$ cat src/rtl/imem_boot_loader_if.sv
// Byte-receive and instruction-memory write bundle for imem_boot_loader.
//   rx_valid/rx_data  : byte source -> loader
//   rx_ready          : loader -> byte source (state decode, not registered)
//   imem_we/addr/wdata: loader -> instruction memory write port
// master = source/memory side, slave = loader side.
interface imem_boot_loader_if #(
  parameter int ADDR_W = 10
);
  logic              rx_valid;
  logic [7:0]        rx_data;
  logic              rx_ready;
  logic              imem_we;
  logic [ADDR_W-1:0] imem_addr;
  logic [31:0]       imem_wdata;

  modport master (
    output rx_valid, rx_data,
    input  rx_ready, imem_we, imem_addr, imem_wdata
  );

  modport slave (
    input  rx_valid, rx_data,
    output rx_ready, imem_we, imem_addr, imem_wdata
  );
endinterface

$ cat src/rtl/imem_boot_loader.sv
// Boot loader: receives a length-prefixed, checksummed byte image, writes it
// as little-endian 32-bit words into instruction memory, and holds the core
// in reset until a complete image with a matching checksum has been written.
// Ports:
//   clk, rst_n  : clock, asynchronous active-low reset
//   bus (slave) : rx_valid/rx_data/rx_ready byte input, imem_we/addr/wdata
//   core_rst_n  : active-low core reset, released only after a good load
//   busy        : a load is in progress
//   done        : image loaded and verified (sticky until rst_n)
//   err         : last load failed
module imem_boot_loader #(
  parameter int ADDR_W    = 10,
  parameter int MAX_WORDS = 1024
) (
  input  logic                clk,
  input  logic                rst_n,
  imem_boot_loader_if.slave   bus,
  output logic                core_rst_n,
  output logic                busy,
  output logic                done,
  output logic                err
);

  typedef enum logic [2:0] {
    S_LEN_LO,
    S_LEN_HI,
    S_DATA,
    S_CHK,
    S_DONE,
    S_ERR
  } state_t;

  localparam logic [16:0] MAX_W17 = 17'(MAX_WORDS);

  state_t            r_state;
  state_t            w_state_nxt;

  logic [15:0]       r_n;
  logic [15:0]       r_word_cnt;
  logic [1:0]        r_byte_idx;
  logic [23:0]       r_buf;
  logic [7:0]        r_sum;
  logic              r_we;
  logic [ADDR_W-1:0] r_addr;
  logic [31:0]       r_wdata;
  logic              r_core_rst_n;
  logic              r_busy;
  logic              r_done;
  logic              r_err;

  logic              w_ready;
  logic              w_accept;
  logic [15:0]       w_n_full;
  logic              w_oversize;
  logic              w_n_zero;
  logic              w_last_word;
  logic              w_word_end;
  logic              w_chk_ok;

  assign w_ready     = (r_state != S_DONE);
  assign w_accept    = bus.rx_valid && w_ready;
  // Full count as it will look once the high byte currently on rx_data is latched.
  assign w_n_full    = {bus.rx_data, r_n[7:0]};
  assign w_oversize  = ({1'b0, w_n_full} > MAX_W17);
  assign w_n_zero    = (w_n_full == 16'd0);
  assign w_last_word = (r_word_cnt == (r_n - 16'd1));
  assign w_word_end  = (r_byte_idx == 2'd3);
  assign w_chk_ok    = (bus.rx_data == r_sum);

  assign bus.rx_ready   = w_ready;
  assign bus.imem_we    = r_we;
  assign bus.imem_addr  = r_addr;
  assign bus.imem_wdata = r_wdata;
  assign core_rst_n     = r_core_rst_n;
  assign busy           = r_busy;
  assign done           = r_done;
  assign err            = r_err;

  always_ff @(posedge clk or negedge rst_n) begin
    if (!rst_n) r_state <= S_LEN_LO;
    else        r_state <= w_state_nxt;
  end

  always_comb begin
    w_state_nxt = r_state;
    unique case (r_state)
      S_LEN_LO, S_ERR: if (w_accept) w_state_nxt = S_LEN_HI;
      S_LEN_HI: begin
        if (w_accept) begin
          if (w_oversize)    w_state_nxt = S_ERR;
          else if (w_n_zero) w_state_nxt = S_CHK;
          else               w_state_nxt = S_DATA;
        end
      end
      S_DATA: if (w_accept && w_word_end && w_last_word) w_state_nxt = S_CHK;
      S_CHK: begin
        if (w_accept) w_state_nxt = w_chk_ok ? S_DONE : S_ERR;
      end
      S_DONE:  w_state_nxt = S_DONE;
      default: w_state_nxt = S_LEN_LO;
    endcase
  end

  always_ff @(posedge clk or negedge rst_n) begin
    if (!rst_n) begin
      r_n          <= '0;
      r_word_cnt   <= '0;
      r_byte_idx   <= '0;
      r_buf        <= '0;
      r_sum        <= '0;
      r_we         <= 1'b0;
      r_addr       <= '0;
      r_wdata      <= '0;
      r_core_rst_n <= 1'b0;
      r_busy       <= 1'b0;
      r_done       <= 1'b0;
      r_err        <= 1'b0;
    end else begin
      r_we <= 1'b0;
      if (w_accept) begin
        unique case (r_state)
          S_LEN_LO, S_ERR: begin
            r_n    <= {8'h00, bus.rx_data};
            r_busy <= 1'b1;
            r_err  <= 1'b0;
          end
          S_LEN_HI: begin
            r_n        <= w_n_full;
            r_word_cnt <= '0;
            r_byte_idx <= '0;
            r_sum      <= '0;
            if (w_oversize) begin
              r_err  <= 1'b1;
              r_busy <= 1'b0;
            end
          end
          S_DATA: begin
            r_sum      <= r_sum + bus.rx_data;
            r_byte_idx <= r_byte_idx + 2'd1;
            unique case (r_byte_idx)
              2'd0: r_buf[7:0]   <= bus.rx_data;
              2'd1: r_buf[15:8]  <= bus.rx_data;
              2'd2: r_buf[23:16] <= bus.rx_data;
              default: begin
                // Fourth byte goes straight into the output word, no buffer stage.
                r_wdata    <= {bus.rx_data, r_buf};
                r_addr     <= r_word_cnt[ADDR_W-1:0];
                r_we       <= 1'b1;
                r_word_cnt <= r_word_cnt + 16'd1;
              end
            endcase
          end
          S_CHK: begin
            r_busy <= 1'b0;
            if (w_chk_ok) begin
              r_done       <= 1'b1;
              r_core_rst_n <= 1'b1;
            end else begin
              r_err <= 1'b1;
            end
          end
          default: ;
        endcase
      end
    end
  end

endmodule

$ cat src/flat_wrapper.sv
// flat-port wrapper written by rule: the top's interface ports become plain ports
module imem_boot_loader_flat 
#(
  parameter int ADDR_W    = 10,
  parameter int MAX_WORDS = 1024
)
  (clk, rst_n, core_rst_n, busy, done, err, bus_rx_valid, bus_rx_data, bus_rx_ready, bus_imem_we, bus_imem_addr, bus_imem_wdata);
  imem_boot_loader_if #(.ADDR_W(ADDR_W)) bus_i ();
  input  logic clk;
  input  logic rst_n;
  output logic core_rst_n;
  output logic busy;
  output logic done;
  output logic err;
  input wire logic [$bits(bus_i.rx_valid)-1:0] bus_rx_valid;
  input wire logic [$bits(bus_i.rx_data)-1:0] bus_rx_data;
  output wire logic [$bits(bus_i.rx_ready)-1:0] bus_rx_ready;
  output wire logic [$bits(bus_i.imem_we)-1:0] bus_imem_we;
  output wire logic [$bits(bus_i.imem_addr)-1:0] bus_imem_addr;
  output wire logic [$bits(bus_i.imem_wdata)-1:0] bus_imem_wdata;
  assign bus_i.rx_valid = bus_rx_valid;
  assign bus_i.rx_data = bus_rx_data;
  assign bus_rx_ready = bus_i.rx_ready;
  assign bus_imem_we = bus_i.imem_we;
  assign bus_imem_addr = bus_i.imem_addr;
  assign bus_imem_wdata = bus_i.imem_wdata;
  imem_boot_loader #(.ADDR_W(ADDR_W), .MAX_WORDS(MAX_WORDS)) u_core (.clk(clk), .rst_n(rst_n), .bus(bus_i), .core_rst_n(core_rst_n), .busy(busy), .done(done), .err(err));
endmodule
$ cat config.mk
export PLATFORM = sky130hd
export DESIGN_NAME = imem_boot_loader_flat
export DESIGN_NICKNAME = d
export VERILOG_FILES = /design/src/rtl/imem_boot_loader_if.sv /design/src/rtl/imem_boot_loader.sv /design/src/flat_wrapper.sv
export SDC_FILE = /design/constraint.sdc
export NUM_CORES = 1
export LEC_CHECK = 0
export CAP_MARGIN = 10
export CORE_UTILIZATION = 25
export DETAILED_ROUTE_END_ITERATION = 16
export HOLD_SLACK_MARGIN = 0.06
export SLEW_MARGIN = 30
export SYNTH_ARGS = -nofsm -noshare
export SYNTH_HDL_FRONTEND = slang
export SYNTH_SLANG_ARGS = --single-unit
$ cat constraint.sdc
create_clock -name clk -period 5.1 [get_ports clk]
set_input_delay 0.51 -clock clk [delete_from_list [all_inputs] [get_ports clk]]
set_output_delay 0.51 -clock clk [all_outputs]
set_load 0.03 [all_outputs]
==> flow_metrics.env <==
export IMPL_status="complete, no violations"
export IMPL_vias=4076
export IMPL_core_um2=22000
export IMPL_grt_setup_unrepaired="no"
export IMPL_grt_pass1_wl_um=21800
export IMPL_cts_hold_buf=0
export IMPL_htreeDepth=4
export IMPL_syn_to_final_growth_pct=24.9
export IMPL_synthTopCellsByArea="dfrtp_1, mux2_2, nand2_1"
export IMPL_drv_slew=0
export IMPL_synth_largest_area_cell="dfrtp_1"
export IMPL_synth_area_per_cell_um2=10.5
export IMPL_cts_clk_slew_worst_paths_ns=0.06
export IMPL_rr_worst_depth=9
export IMPL_peakVddDrop_uv=241
export IMPL_min_delay_path_class="primary input to async pin"
export IMPL_clockBufferDepth=2
export IMPL_placementRows=54
export IMPL_firstDrtPassIters=4
export IMPL_drt_iter0_drc=216
export IMPL_crit_type="primary input to register"
export IMPL_hpwlAfterDp_um=9060
export IMPL_insertedDiodeCount=0
export IMPL_nets=622
export IMPL_cts_setup_buffers=0
export IMPL_crit_fanout=26
export IMPL_syn_inst=538
export IMPL_ioPinCount=59
export IMPL_finalCritPeriodShare_pct=56.9
export IMPL_numPortBuffers=58
export IMPL_initial_utilization_pct=25.7
export IMPL_routabilityCongestion=0.814
export IMPL_wl_um=13400
export IMPL_skew_ns=0.0151
export IMPL_yosysUniqueCellTypes=58
export IMPL_syn_nets=565
export IMPL_final_setup_tns_ns=0
export IMPL_wire_per_inst_um=15.1
export IMPL_fmax_ghz=0.345
export IMPL_cp_arrival_ns=3.23
export IMPL_grt_ovfl_total=0
export IMPL_drive_gt1_share_pct=16.5
export IMPL_drc=0
export IMPL_synth_seq_area_share_pct=51.0
export IMPL_endpoint_kind="register"
export IMPL_power_density_nw_per_um2=359
export IMPL_fp_dieH_um=152
export IMPL_finalHoldViolations=0
export IMPL_cts_tree="yes"
export IMPL_tightest_slew_ns=0.839
export IMPL_cp_start_kind="primary input"
export IMPL_cts_repair_resized=0
export IMPL_slew_headroom_pct=43.9
export IMPL_p_leak_nw=3.22
export IMPL_syn_cell_area_um2=5640
export IMPL_track_usage_pct=12.1
export IMPL_required_ns=5.43
export IMPL_rrSetupSlack_ns=2.33
export IMPL_cts_buffers=17
export IMPL_setup_viol=0
export IMPL_min_period_ns=2.90
export IMPL_grt_max_degree=68
export IMPL_yosys_warnings=0
export IMPL_final_antenna_net_count=0
export IMPL_yosysTopAreaCellShare_pct=51.0
export IMPL_synth_seq_cells=115
export IMPL_via_per_inst=4.60
export IMPL_p_total_mw=2.53
export IMPL_fp_dieArea_um2=23200
export IMPL_grt_pass1_vias=3930
export IMPL_antenna_found_initial=0
export IMPL_maxCapViolations=0
export IMPL_cts_root_buf="clkbuf_16"
export IMPL_ys_top_cells_by_count="nand2_1, dfrtp_1, mux2_2, o21ai_0, nor2_1"
export IMPL_ys_flop_type="dfrtp_1"
export IMPL_die_w_um=152
export IMPL_yosysMostFrequentCell="nand2_1"
export IMPL_synth_edff_count=0
export IMPL_clkSinkCount=115
export IMPL_synthArstFlopShare_pct=100
export IMPL_clkLatencyLatePin_ns=0.41
[final timing paths]
check | endpoint | from
min reg2reg | u_core.bus.imem_wdata[23] | u_core.r_buf[23]
max | u_core.r_word_cnt[14] | bus_rx_valid
max reg2reg | u_core.r_word_cnt[14] | u_core.r_state[2]
min in group clk | u_core.bus.imem_wdata[23] | u_core.r_buf[23]
min | u_core.bus.imem_wdata[7] | rst_n
max in group asynchronous | u_core.r_n[15] | rst_n
[critical path, cell delays in order]
cell	delay [ns]
clkdlybuf4s50_1	0.59
nand2b_4	0.11
nor2_4	0.12
and2_1	0.38
nand2_4	0.27
inv_2	0.31
o2111a_2	0.32
nand3_2	0.13
or3_1	0.33
a21oi_1	0.16
[flip-flops by register name (all words and copies together) (netlist names)]
signal	cells
u_core.r_state	3
u_core.r_n	16
u_core.core_rst_n	1
u_core.bus.imem_wdata	32
u_core.bus.imem_we	1
u_core.err	1
u_core.r_sum	8
u_core.r_word_cnt	16
u_core.r_buf	24
u_core.bus.imem_addr	10
u_core.r_byte_idx	2
u_core.busy	1
[layout by cell type, fill, tap and decap left out, types with 3 or more instances in the layout]
master           instances
a211oi_1                 3
a21oi_1                 16
a22o_1                   3
a31oi_1                  3
and2_1                   3
and3_1                   4
buf_4                    4
clkbuf_16               17
clkdlybuf4s50_1         57
clkinv_4                 4
clkinvlp_4               4
dfrtp_1                115
ha_1                    15
inv_1                    9
inv_6                    3
mux2_2                  49
nand2_1                118
nand3_1                  9
nand4_1                  4
nand4b_1                 3
nor2_1                  27
nor2b_1                  4
nor3_1                   7
nor4_1                   7
o21ai_0                 29
or3_1                    4
xnor2_1                 19
xor2_1                  21
[report_power, final]
group	internal (mW)	switching [mW]	total [mW]	leakage [nW]
clock network	0.685	0.438	1.12	0.265
logic	0.152	0.200	0.351	1.39
registers	0.963	0.0890	1.05	1.57
total	1.80	0.726	2.53	3.22
[layout make-up]
cell class              count  area (um^2)
multi-input cells         389         2600
fillers                  2186        14900
repair buffers             62          612
clock inverters            13          126
inverters                  10         37.5
clock buffers              18          439
well taps                 280          350
flip-flops and latches    115         2880
[per-layer routing]
metal  wire length, um  GRT usage [%]
met3               422           2.84
met1              6480           16.2
met5                 0              0
met4               166           4.81
met2              6370           18.9
[through the flow]
stage	hold WS (ns)	area [um^2]	util, %	std cells	worst slack (ns)
global route	0.131	7040	32.1	887	2.00
detailed placement	0.445	6470	29.5	856	1.79
floorplan	0.214	5640	-	538	2.97
global placement	0.441	6470	29.5	856	1.88
CTS	0.235	7040	32.1	887	2.17
finish	0.0792	7040	32.1	887	2.20
[cells by family after synthesis]
family          Yosys count  synth area share (%)
flops                   115                  51.0
compound gates           71                  7.99
simple gates            212                  18.3
xor+xnor                 40                  6.21
fa+ha+maj                16                  3.68
mux                      50                  9.96
buf+inv                  34                  2.84
(Power assumes the default switching activity.)
